**src/rtl/program_loader.sv**
```systemverilog
// Loads a byte-stream program image into instruction memory word by word and
// keeps the core in reset until the complete image has been written.
module program_loader #(
    parameter int data_bits           = 32,
    parameter int memory_size         = 1024,
    parameter int memory_address_bits = $clog2(memory_size),
    parameter int timeout_cycles      = 0
) (
    input  logic                           clk,
    input  logic                           reset,
    input  logic                           start,
    input  logic                           byte_valid,
    input  logic [7:0]                     byte_data,
    output logic                           byte_ready,
    output logic                           mem_write_enable,
    output logic [memory_address_bits-1:0] mem_address,
    output logic [data_bits-1:0]           mem_data,
    output logic                           core_reset,
    output logic                           busy,
    output logic                           done,
    output logic                           error,
    output logic [15:0]                    words_loaded
);

    typedef enum logic [2:0] {
        ST_IDLE,
        ST_HEADER,
        ST_DATA,
        ST_WRITE,
        ST_DONE,
        ST_ERROR
    } state_t;

    state_t                         state_q, state_d;
    logic                           header_hi_q, header_hi_d;
    logic [1:0]                     byte_cnt_q, byte_cnt_d;
    logic [15:0]                    word_count_q, word_count_d;
    logic [data_bits-1:0]           assembly_q, assembly_d;
    logic [15:0]                    words_loaded_q, words_loaded_d;
    logic [memory_address_bits-1:0] address_q, address_d;
    logic [31:0]                    timeout_q, timeout_d;

    logic        transfer;
    logic        timeout_hit;
    logic [15:0] header_word;
    logic [15:0] words_next;

    assign transfer    = byte_valid && byte_ready;
    assign header_word = {byte_data, word_count_q[7:0]};
    assign words_next  = words_loaded_q + 16'd1;
    assign timeout_hit = (timeout_cycles != 0) && (timeout_q == 32'(timeout_cycles - 1));

    always_ff @(posedge clk or posedge reset) begin
        if (reset) begin
            state_q        <= ST_IDLE;
            header_hi_q    <= 1'b0;
            byte_cnt_q     <= '0;
            word_count_q   <= '0;
            assembly_q     <= '0;
            words_loaded_q <= '0;
            address_q      <= '0;
            timeout_q      <= '0;
        end else begin
            state_q        <= state_d;
            header_hi_q    <= header_hi_d;
            byte_cnt_q     <= byte_cnt_d;
            word_count_q   <= word_count_d;
            assembly_q     <= assembly_d;
            words_loaded_q <= words_loaded_d;
            address_q      <= address_d;
            timeout_q      <= timeout_d;
        end
    end

    always_comb begin
        state_d        = state_q;
        header_hi_d    = header_hi_q;
        byte_cnt_d     = byte_cnt_q;
        word_count_d   = word_count_q;
        assembly_d     = assembly_q;
        words_loaded_d = words_loaded_q;
        address_d      = address_q;
        timeout_d      = timeout_q;

        case (state_q)
            ST_IDLE, ST_DONE, ST_ERROR: begin
                if (start) begin
                    state_d        = ST_HEADER;
                    header_hi_d    = 1'b0;
                    byte_cnt_d     = '0;
                    word_count_d   = '0;
                    words_loaded_d = '0;
                    timeout_d      = '0;
                end
            end
            ST_HEADER: begin
                if (transfer) begin
                    timeout_d = '0;
                    if (!header_hi_q) begin
                        word_count_d = {8'h00, byte_data};
                        header_hi_d  = 1'b1;
                    end else begin
                        word_count_d = header_word;
                        if (header_word == 16'd0)
                            state_d = ST_DONE;
                        else if (32'(header_word) > 32'(memory_size / 4))
                            state_d = ST_ERROR;
                        else
                            state_d = ST_DATA;
                    end
                end else if (timeout_hit) begin
                    state_d = ST_ERROR;
                end else if (timeout_cycles != 0) begin
                    timeout_d = timeout_q + 32'd1;
                end
            end
            ST_DATA: begin
                // First byte of a word ends up in the low byte after four shifts.
                if (transfer) begin
                    timeout_d  = '0;
                    assembly_d = {byte_data, assembly_q[data_bits-1:8]};
                    if (byte_cnt_q == 2'd3) begin
                        byte_cnt_d = '0;
                        address_d  = memory_address_bits'({words_loaded_q, 2'b00});
                        state_d    = ST_WRITE;
                    end else begin
                        byte_cnt_d = byte_cnt_q + 2'd1;
                    end
                end else if (timeout_hit) begin
                    state_d = ST_ERROR;
                end else if (timeout_cycles != 0) begin
                    timeout_d = timeout_q + 32'd1;
                end
            end
            ST_WRITE: begin
                words_loaded_d = words_next;
                state_d        = (words_next == word_count_q) ? ST_DONE : ST_DATA;
            end
            default: begin
                state_d = ST_IDLE;
            end
        endcase
    end

    assign byte_ready       = (state_q == ST_HEADER) || (state_q == ST_DATA);
    assign mem_write_enable = (state_q == ST_WRITE);
    assign mem_address      = address_q;
    assign mem_data         = assembly_q;
    assign core_reset       = (state_q != ST_DONE);
    assign busy             = (state_q == ST_HEADER) || (state_q == ST_DATA) || (state_q == ST_WRITE);
    assign done             = (state_q == ST_DONE);
    assign error            = (state_q == ST_ERROR);
    assign words_loaded     = words_loaded_q;

endmodule

```
**config.mk**
```make
export PLATFORM = sky130hd
export DESIGN_NAME = program_loader
export DESIGN_NICKNAME = d
export VERILOG_FILES = /design/src/rtl/program_loader.sv
export SDC_FILE = /design/constraint.sdc
export NUM_CORES = 1
export LEC_CHECK = 0
export CORE_MARGIN = 3
export CORE_UTILIZATION = 56
export DETAILED_ROUTE_END_ITERATION = 12
export PLACE_DENSITY = 0.86
export SLEW_MARGIN = 40
export SYNTH_ARGS = -nofsm -noshare
export SYNTH_HDL_FRONTEND = slang
export SYNTH_SLANG_ARGS = --single-unit
```
**constraint.sdc**
```tcl
create_clock -name clk -period 4.3 [get_ports clk]
set_input_delay 0.86 -clock clk [delete_from_list [all_inputs] [get_ports clk]]
set_output_delay 0.86 -clock clk [all_outputs]
set_load 0.01 [all_outputs]
```
## After elaboration in Yosys (flattened, before gate mapping)

Index checks and enable logic that the tools add are counted.

- Muxes and demuxes: 21
- Equality and inequality tests: 14
- Reductions and logical operators: 16
- Order comparisons: 1
- Add/sub/neg operators: 2

Operators with widths:

| kind | count |
|---|---|
| case mux 16 bit (2 select lines) | 2 |
| 2-to-1 mux 16 bit | 3 |
| 2-to-1 mux 3 bit | 8 |
| adder 16 x 1 -> 16 bit (second input constant) | 1 |
| == test 16 bit | 1 |
| greater-than comparator 16 x 9 -> 1 bit (second input constant) | 1 |
| logical NOT 16 bit | 1 |
| != test 2 bit (second input constant) | 6 |
| case mux 3 bit (4 select lines) | 1 |
| AND reduction 3 bit | 3 |
| == test 3 x 2 -> 1 bit (second input constant) | 2 |
| == test 3 bit (second input constant) | 2 |
| 2-to-1 mux 2 bit | 3 |
| nonzero test 2 bit | 3 |
| AND reduction 5 bit | 1 |
| case mux 2 bit (2 select lines) | 1 |
| AND reduction 2 bit | 2 |
| AND reduction 4 bit | 1 |
| == test 3 x 1 -> 1 bit (second input constant) | 1 |
| logical NOT 3 bit | 1 |
| != test 3 bit (second input constant) | 1 |
| OR reduction 3 bit | 1 |
| adder 2 x 1 -> 2 bit (second input constant) | 1 |
| == test 2 bit (second input constant) | 1 |
| other kinds (4) | 6 |

- Register bits: 78
- Output and inout bits: 64
- Logic and storage cells: 62
- Input bits: 12

## Logic depth before layout (Yosys ltp)

- Depth after elaboration: 6
- Mapped depth: 9
- Mapped depth without buffers: 8

## Least setup slack after synthesis

No wires, ideal clock.

- Kind: register to register
- From: reg words_loaded_q[0] (netlist: words_loaded[0])
- To: reg state_q[2]
- Cell stages (with the launch flop): 10
- Library setup time: 0.066 ns
- Slack: 1.573 ns
- Data required time: 4.234 ns
- Period minus slack after synthesis: 2.727 ns
- Buffers on the path: 1
- Data arrival time: 2.661 ns
- Cell sequence: dfrtp_1 ha_1 clkbuf_1 and4_1 and3_1 nor3_1 a31oi_1 or4_1 o41ai_1 a22o_1

- Word-level cells in the longest chain between the ends: 4

Ends and longest elaborated chain:

| what | line | source |
|---|---|---|
| start: declaration | 39 | `logic [15:0] words_loaded_q, words_loaded_d;` |
| start signal: assignment | 69 | `words_loaded_q <= words_loaded_d;` |
| adder 16 x 1 -> 16 bit | 50 | `assign words_next = words_loaded_q + 16'd1;` |
| == test 16 bit | 137 | `state_d = (words_next == word_count_q) ? ST_DONE : ST_DATA;` |
| 2-to-1 mux 3 bit | 137 |  |
| case mux 3 bit (4 select lines) | 85 | `case (state_q)` |
| end signal: assignment | 64 | `state_q <= state_d;` |
| end: declaration | 34 | `state_t state_q, state_d;` |

No other way between the ends.
A chain may end at the register's enable or synchronous reset.

## Worst setup path in the final report

- From: reg state_q[0]
- To: out mem_write_enable

- Word-level cells in the longest chain between the ends: 1

Ends and longest elaborated chain:

| what | line | source |
|---|---|---|
| == test 3 x 2 -> 1 bit | 146 | `assign mem_write_enable = (state_q == ST_WRITE);` |
| end: declaration | 15 | `output logic mem_write_enable,` |

No other way between the ends.

==> summary.txt <==
Yosys
  – Cell taking the most area after synthesis: dfrtp_1
  – Syn Area/Cell: 10.3 um^2
  – Mapped cell area: 3860 um^2
  – Post-synth top flop: dfrtp_1
  – Total of warnings raised by yosys: 0
  – Netlist cell types: 48
  – Synthesized flop and latch total: 78
  – Synth top cells by count: 78 x dfrtp_1, 58 x nand2_1, 39 x mux2_2
  – Yosys top cell area share: 50.6%
  – Count leader, synth: dfrtp_1
  – Register area share after synthesis: 50.6%
  – Post-Syn Instances: 373
  – Largest cells by area after synthesis: dfrtp_1 51%, mux2_2 11%, nand2_1 5.6%
  – Number of synthesized flops with an enable pin: 0
  – Share of flip-flops with an asynchronous set or reset: 100%

Floorplan
  – # IOs: 76
  – Die Span Y: 89.0 um
  – DIE AREA: 7920 um^2
  – Core area: 6490 um^2
  – Initial Util: 59.4%
  – Rows: 29
  – Die Width: 89.0 um

Setup path
  – Setup crit end kind: output port
  – Required time of the critical path: 3.44 ns
  – Crit path kind: flop to output port
  – Worst Path Arrival: 2.52 ns
  – Maximum fanout along the worst path: 19
  – Startpoint Class: flop

STA
  – Clock skew: 0.0130 ns
  – Final Hold Fails: 0
  – Tightest Pin Transition: 0.687 ns
  – Final Cycle Share: 78.5%
  – Peak Freq: 296 MHz
  – RSZ-0062 raised after global routing: no
  – Setup TNS: 0 ns
  – Final setup viols: 0
  – Relative max-transition margin: 54.2%
  – Final Critical Period: 3.38 ns
  – Hold WS: 0.503 ns
  – Final Max Tran Viols: 0

Route
  – Final wirelength: 9070 um
  – Iter 0 DRT Violations: 159
  – # DRC: 0
  – 1st-pass router iterations: 5
  – Drt wl/cell: 17.3 um
  – DRT antenna net count: 0
  – Vias per Instance: 6.00
  – Vias after detailed routing: 3145

Power and ir drop
  – PD cells: 410 nW/um^2
  – VDD IR max: 0.295 mV
  – Pwr Total: 1.99 mW
  – P_leak: 2.28 nW

Cells and area
  – Proportion of layout cells with a drive suffix above 1: 15.9%
  – Design area: 4860 um^2
  – Total Nets Final: 457
  – Inserted Diodes: 0
  – Area Growth Syn to Fin: 26.0%
  – Final Non-Filler Cells: 524

Run
  – Reported max-cap violation count: 0

CTS
  – Num CTS Buffers: 9
  – Setup bufs post-CTS: 0
  – CTS max path bufs: 2
  – CTS resizes: 0
  – Clk_lat worst skew: 0.35 ns
  – CTS Sinks: 78
  – Clock-pin slew on the worst setup and hold paths: 0.09 ns
  – Clock root buffer master: clkbuf_8
  – Hold-fix buffers, CTS: 0
  – CTS tree: built
  – H-Tree Depth: 3

GRT
  – Gr ovfl total: 0
  – Vias in the first global route: 3078
  – Total track usage: 25.2%
  – First-pass GRT wire length: 15300 um
  – Initial antenna violation count: 0
  – Largest net degree at the start of global routing: 79

Place
  – Area post-placement: 4610 um^2
  – Placed Cells: 509
  – Port Buffers: 73
  – Final GP Congestion: 0.953
  – HPWL after detailed placement: 6230 um

Hold path
  – Hold Path Class: flop to flop

Outcome
  – Outcome: finished clean
state kept, by name, summed over array words and instances (netlist names):
register,count
words_loaded,16
header_hi_q,1
state_q,3
byte_cnt_q,2
mem_address,8
word_count_q,16
mem_data,32
metrics by stage:
stage	utilization [%]	setup slack, ns
6_report	74.8	0.923
5_1_grt	74.8	0.770
4_1_cts	74.8	0.942
3_5_place_dp	71.0	1.36
3_3_place_gp	70.9	1.38
2_1_floorplan	-	1.44
area by class of cell:
| class | count | area, um^2 |
|---|---|---|
| well taps | 77 | 96.3 |
| inverters | 9 | 47.5 |
| repair buffers | 76 | 757 |
| clock inverters | 5 | 108 |
| flip-flops and latches | 78 | 1950 |
| clock buffers | 10 | 138 |
| multi-input cells | 269 | 1760 |
| fillers | 434 | 1630 |
layer usage:
layer	track usage (%)	routed length, um
met4	10.3	217
met5	0	0
met1	32.4	3750
met3	7.47	773
met2	40.2	4330
final timing paths:
check | from | to | slack, ns | cells past startpoint
setup / recovery | state_q[0]$_DFFE_PP0P_ | mem_write_enable | 0.92 | 5
max in group asynchronous | reset | mem_data[3]$_DFFE_PP0P_ | 2.80 | 3
min in group asynchronous | reset | mem_data[7]$_DFFE_PP0P_ | 1.03 | 3
hold reg to reg | word_count_q[10]$_DFFE_PP0P_ | word_count_q[10]$_DFFE_PP0P_ | 0.50 | 2
setup reg to reg | words_loaded[0]$_DFFE_PP0P_ | state_q[2]$_DFFE_PP0P_ | 1.33 | 8
hold / removal | word_count_q[10]$_DFFE_PP0P_ | word_count_q[10]$_DFFE_PP0P_ | 0.50 | 2
kinds of logic (layout without fill, tap and decap cells):
logic type	after synthesis	count (layout)	synth area share, %
xor gates and xnor gates	23	23	5.22
DFF	78	78	50.6
AOI/OAI and AO/OA	64	64	9.86
muxes	39	39	11.4
other	1	2	0.0972
and+or+nand+nor	139	139	18.2
adders and majority gates	2	2	0.649
buffers and inverters	27	100	3.99
worst max-delay path, stage by stage, from the launching register on:
cell and delay, ns:
dfrtp_1 0.46, nor2b_1 0.51, nand2_1 0.13, buf_4 0.23
clkinv_1 0.23, clkdlybuf4s50_1 0.59
cell usage in the layout (no fill, tap or decap), types with 2 or more instances in the layout:
cell type	n
a21oi_1	10
a22o_1	2
a311oi_1	2
a31oi_1	5
and3_1	9
buf_4	2
bufinv_16	3
clkbuf_8	10
clkdlybuf4s50_1	73
clkinv_4	2
conb_1	2
dfrtp_1	78
ha_1	2
inv_1	6
mux2_2	39
nand2_1	58
nand2b_1	3
nand3_1	23
nand3b_1	2
nand4_1	2
nor2_1	17
nor3_1	2
nor4_1	4
o21ai_0	31
o31ai_1	7
o41ai_1	2
or3_1	3
or4_1	2
xnor2_1	13
xor2_1	10
report_power, final:
| part | switching, mW | internal, mW | total [mW] |
|---|---|---|---|
| logic | 0.268 | 0.177 | 0.444 |
| registers | 0.0757 | 0.798 | 0.874 |
| clock network | 0.273 | 0.400 | 0.673 |
| total | 0.616 | 1.38 | 1.99 |
No activity file was read; power rests on OpenSTA's default activity.
